## src/rtl/dice_datapath.sv

```systemverilog
// Dice generator and classifier: free-running 6x6 counters, captured on a roll rising edge, then summed and flagged.
// Latency: die values at the capture edge, sum/flags/sum_valid one edge later; eq/seven_out are combinational.
// Backpressure: none; every roll edge flows through the two-stage pipe and no roll is dropped.
module dice_datapath #(
    parameter int D1_INIT = 1,
    parameter int D2_INIT = 1,
    parameter int CNT_W   = 8
) (
    input  logic             clk_main,
    input  logic             reset,
    input  logic             roll,
    input  logic             sp,
    output logic [2:0]       die1,
    output logic [2:0]       die2,
    output logic [3:0]       sum,
    output logic [3:0]       point,
    output logic             sum_valid,
    output logic             natural,
    output logic             craps,
    output logic             eq,
    output logic             seven_out,
    output logic [CNT_W-1:0] roll_count
);

    logic [2:0]       d1_ctr_q, d1_ctr_d;
    logic [2:0]       d2_ctr_q, d2_ctr_d;
    logic             roll_q;
    logic             roll_rise;
    logic [2:0]       die1_q, die1_d;
    logic [2:0]       die2_q, die2_d;
    logic             cap_v_q, cap_v_d;
    logic [3:0]       sum_q, sum_d;
    logic [3:0]       sum_new;
    logic             natural_q, natural_d;
    logic             craps_q, craps_d;
    logic             sum_valid_q, sum_valid_d;
    logic             have_sum_q, have_sum_d;
    logic [CNT_W-1:0] roll_count_q, roll_count_d;
    logic [3:0]       point_q, point_d;
    logic             point_valid_q, point_valid_d;

    assign roll_rise = roll & ~roll_q;
    assign sum_new   = {1'b0, die1_q} + {1'b0, die2_q};

    always_comb begin
        // Die 2 steps only when die 1 wraps, giving all 36 pairs with period 36.
        d1_ctr_d = (d1_ctr_q == 3'd6) ? 3'd1 : d1_ctr_q + 3'd1;
        d2_ctr_d = d2_ctr_q;
        if (d1_ctr_q == 3'd6) begin
            d2_ctr_d = (d2_ctr_q == 3'd6) ? 3'd1 : d2_ctr_q + 3'd1;
        end

        die1_d  = die1_q;
        die2_d  = die2_q;
        cap_v_d = roll_rise;
        if (roll_rise) begin
            die1_d = d1_ctr_q;
            die2_d = d2_ctr_q;
        end

        sum_d        = sum_q;
        natural_d    = natural_q;
        craps_d      = craps_q;
        have_sum_d   = have_sum_q;
        roll_count_d = roll_count_q;
        sum_valid_d  = cap_v_q;
        if (cap_v_q) begin
            sum_d      = sum_new;
            natural_d  = (sum_new == 4'd7) || (sum_new == 4'd11);
            craps_d    = (sum_new == 4'd2) || (sum_new == 4'd3) || (sum_new == 4'd12);
            have_sum_d = 1'b1;
            if (roll_count_q != {CNT_W{1'b1}}) begin
                roll_count_d = roll_count_q + {{(CNT_W-1){1'b0}}, 1'b1};
            end
        end

        // Loads the sum as registered this cycle, so a coincident classify lands one cycle later.
        point_d       = point_q;
        point_valid_d = point_valid_q;
        if (sp && have_sum_q) begin
            point_d       = sum_q;
            point_valid_d = 1'b1;
        end
    end

    always_ff @(posedge clk_main or negedge reset) begin
        if (!reset) begin
            d1_ctr_q      <= 3'(D1_INIT);
            d2_ctr_q      <= 3'(D2_INIT);
            roll_q        <= 1'b0;
            die1_q        <= 3'd0;
            die2_q        <= 3'd0;
            cap_v_q       <= 1'b0;
            sum_q         <= 4'd0;
            natural_q     <= 1'b0;
            craps_q       <= 1'b0;
            sum_valid_q   <= 1'b0;
            have_sum_q    <= 1'b0;
            roll_count_q  <= '0;
            point_q       <= 4'd0;
            point_valid_q <= 1'b0;
        end else begin
            d1_ctr_q      <= d1_ctr_d;
            d2_ctr_q      <= d2_ctr_d;
            roll_q        <= roll;
            die1_q        <= die1_d;
            die2_q        <= die2_d;
            cap_v_q       <= cap_v_d;
            sum_q         <= sum_d;
            natural_q     <= natural_d;
            craps_q       <= craps_d;
            sum_valid_q   <= sum_valid_d;
            have_sum_q    <= have_sum_d;
            roll_count_q  <= roll_count_d;
            point_q       <= point_d;
            point_valid_q <= point_valid_d;
        end
    end

    assign die1       = die1_q;
    assign die2       = die2_q;
    assign sum        = sum_q;
    assign point      = point_q;
    assign sum_valid  = sum_valid_q;
    assign natural    = natural_q;
    assign craps      = craps_q;
    assign roll_count = roll_count_q;
    // Both may assert when point is 7; the controller resolves that case.
    assign eq         = point_valid_q && (sum_q == point_q);
    assign seven_out  = point_valid_q && (sum_q == 4'd7);

endmodule

```

## config.mk

```make
export PLATFORM = sky130hd
export DESIGN_NAME = dice_datapath
export DESIGN_NICKNAME = d
export VERILOG_FILES = /design/src/rtl/dice_datapath.sv
export SDC_FILE = /design/constraint.sdc
export NUM_CORES = 1
export LEC_CHECK = 0
export CORE_MARGIN = 2
export CORE_UTILIZATION = 25
export CTS_CLUSTER_SIZE = 25
export DETAILED_ROUTE_END_ITERATION = 6
export PLACE_DENSITY = 0.56
export REMOVE_ABC_BUFFERS = 1
export SYNTH_ARGS = -nofsm -noshare
export SYNTH_HDL_FRONTEND = slang
export SYNTH_SLANG_ARGS = --single-unit
```

## constraint.sdc

```tcl
create_clock -name clk_main -period 2.3 [get_ports clk_main]
set_input_delay 0.46 -clock clk_main [delete_from_list [all_inputs] [get_ports clk_main]]
set_output_delay 0.46 -clock clk_main [all_outputs]
set_load 0.05 [all_outputs]
```

==> flow_metrics.tcl <==
set metrics [dict create \
    cp_data_arrival_time_ns 1.63 \
    syn2layout_area_growth_pct 32.9 \
    finalInstanceArea_sq_mm 0.00205 \
    diodes 0 \
    start_util 0.260 \
    cts-hold-fix-buffers 0 \
    drt_first_pass_iters 5 \
    min_path_type "reg -> reg" \
    r2r_start "die1[0]$_DFFE_PN0P_" \
    rows 28 \
    period_needed_ns 2.09 \
    path_class "reg -> out" \
    grt_pass1_vias 1070 \
    overflow 0 \
    ys_warn_count 0 \
    rr_worst_depth 5 \
    ant_nets 0 \
    finalNetCount 173 \
    grt_pass1_wl_mm 5.26 \
    routed_via_density 4.47 \
    synth-edff-count 0 \
    power.switching_w 0.000937 \
    p_comb_frac 0.407 \
    peakVddDrop_mv 0.408 \
    io_buffers 30 \
    fin_tns_setup_ns 0 \
    synth_area_sq_mm 0.00154 \
    synth_area_leader_cell "dfrtp_1" \
    clkLatencyLatePin_ns 0.28 \
    antenna_found_initial 0 \
    clock.fmax_mhz 479 \
    core_area_sq_mm 0.00592 \
    power.internal_w 0.00133 \
    via_count 1073 \
    finalHoldViolCount 0 \
    ios 31 \
    fp.dieArea_sq_mm 0.00680 \
    swShare 0.413 \
    wl_mm 3.05 \
    crit_path_max_fanout 6 \
    postLayoutCoreUtil 0.346 \
    synth_area_per_cell_sq_um 11.9 \
    clk_pin_slew_worst_paths_ns 0.07 \
    place_area_sq_mm 0.00194 \
    clockPowerShare 0.217 \
    synth_area_leaders "dfrtp_1, mux2_2, dfstp_2" \
    required_ns 1.84 \
    cts_inserted_buffers 5 \
    cts_max_path_buffers 2 \
    r2r-end "craps$_DFFE_PN0P_" \
    cts_sinks 35 \
    fp.dieW_um 82.5 \
    drive_gt1_frac 0.164 \
    drtIter0Drc 68 \
    cap_violations 0 \
    slowest_delay_ns 0.43 \
    synth_seq_cells 35 \
    layout_common_cells "dfrtp_1, clkdlybuf4s50_1, mux2_2" \
    min_from "have_sum_q$_DFFE_PN0P_" \
    period_share 0.907 \
    async_flop_share 1.00 \
    root_buffer "clkbuf_8" \
    rsz0062_at_grt "false" \
    dp_hpwl_mm 2.12 \
    seqPwrFrac 0.376 \
    end_kind "output pin" \
    cts.htree.levels 2 \
    skew_ns 0.00748 \
    yosys.cell_types.count 39 \
    cts_setup_buffers 0 \
    grt_start_max_net_pins 36 \
    hold_end "have_sum_q$_DFFE_PN0P_" \
    slowest_stage "dfrtp_1" \
    cts_tree "built" \
    grt.total_usage 0.104 \
    relSlewSlack 0.654 \
    ys.flop_type "dfrtp_1" \
    globalplace.congestion 0.741 \
    hold_depth 1 \
    synth_top_area_share 0.536 \
    final_common_cell "dfrtp_1" \
    status "finished, final reports clean" \
    drc 0 \
    p_leak_nw 0.864 \
    cellPowerDensity_mw_per_mm2 1110 \
    fin_hold_ws_ns 0.468 \
    path_cells "a222oi_1 > nor4b_2 > buf_12" \
    finalSetupViolCount 0 \
    ys_seq_area_frac 0.570 \
    fillers 598 \
    avgRoutedWirePerCell_um 12.7 \
    worstMarginPinSlew_ns 0.518 \
    rrSetupSlack_ns 0.52 \
    drv_slew 0 \
    syn_inst 129 \
    worstSetupStartpointType "register" \
    die_h_um 82.5 \
]
## power groups by stage
stage	combinational (W)	sequential (W)	clock [W]
floorplan	0.000241	0.00121	0
global placement	0.000916	0.000863	0
detailed placement	0.000918	0.000869	0
CTS	0.000922	0.000856	0.000514
global route	0.000983	0.000877	0.000552
finish	0.000924	0.000853	0.000493
## flip-flops by register name (all words and copies together) (netlist names), 3 cells and up
signal      cells
d2_ctr_q        3
die2            3
d1_ctr_q        3
roll_count      8
sum             4
point           4
die1            3
## through the flow
| step | worst slack [ns] | cells | power [W] |
|---|---|---|---|
| final | 0.214 | 240 | 0.00227 |
| after global routing | 0.0931 | 240 | 0.00241 |
| after CTS | 0.0354 | 240 | 0.00229 |
| after detailed placement | 0.365 | 232 | 0.00179 |
| after global placement | 0.398 | 232 | 0.00178 |
| after floorplan | -0.863 | 126 | 0.00145 |
## layout make-up
| cell class | instances | area, sq um | share of cell area |
|---|---|---|---|
| multi-input combinational | 84 | 629 | 0.307 |
| clock buffer | 7 | 96.3 | 0.0471 |
| timing repair buffer | 31 | 315 | 0.154 |
| tap | 75 | 93.8 | 0.0458 |
| inverter | 7 | 26.3 | 0.0128 |
| clock inverter | 1 | 7.51 | 0.00367 |
| sequential | 35 | 878 | 0.429 |
## kinds of logic after synthesis
group | synth area share
AND/OR/NAND/NOR | 0.132
XOR/XNOR | 0.0227
multiplexers | 0.0894
adder cells (fa/ha/maj) | 0.0455
buffers and inverters | 0.0252
flip-flops | 0.570
AO/OA/AOI/OAI | 0.115
## worst max-delay path, delay by kind of cell (launching register included)
family                 cells  cell delay (ns)
buffers and inverters      1             0.19
AO/OA/AOI/OAI              1             0.36
AND/OR/NAND/NOR            1             0.37
flip-flops                 1             0.43
## synth_stat cells, types with 2 or more instances
library cell,n
nor2_1,3
inv_1,7
nand2_1,9
xor2_1,2
and2_1,2
ha_1,4
dfstp_2,2
clkbuf_1,2
a41o_1,2
a31oi_1,3
and3_1,3
xnor2_1,2
nand4_1,3
nand3_1,3
nand2b_1,3
o21ai_0,7
dfrtp_1,33
mux2_2,10
a21oi_1,9
## how the worst max path moves through the flow
stage	from	to	slack, ns	depth (start not counted)
after floorplan	sum[1]$_DFFE_PN0P_	eq	-0.86	3
after global placement	sum[0]$_DFFE_PN0P_	eq	0.40	3
after detailed placement	sum[0]$_DFFE_PN0P_	eq	0.36	3
after CTS	sum[0]$_DFFE_PN0P_	eq	0.04	3
after global routing	sum[0]$_DFFE_PN0P_	eq	0.09	3
final	sum[0]$_DFFE_PN0P_	eq	0.21	3
## layer usage
layer	routed length, um	share of wire	vias up	global-route usage
met1	1530	0.50	508	0.147
met3	156	0.051	5	0.0337
li1	-	-	535	-
met4	31	0.010	0	0.0443
met5	0	0	-	0
met2	1330	0.44	25	0.146
## repair_timing
action	in CTS	in global routing
endpoints found under the setup margin	0	1
hold endpoints to repair	0	0
gates resized for setup	0	1
Power figures use the tool's default switching activity.
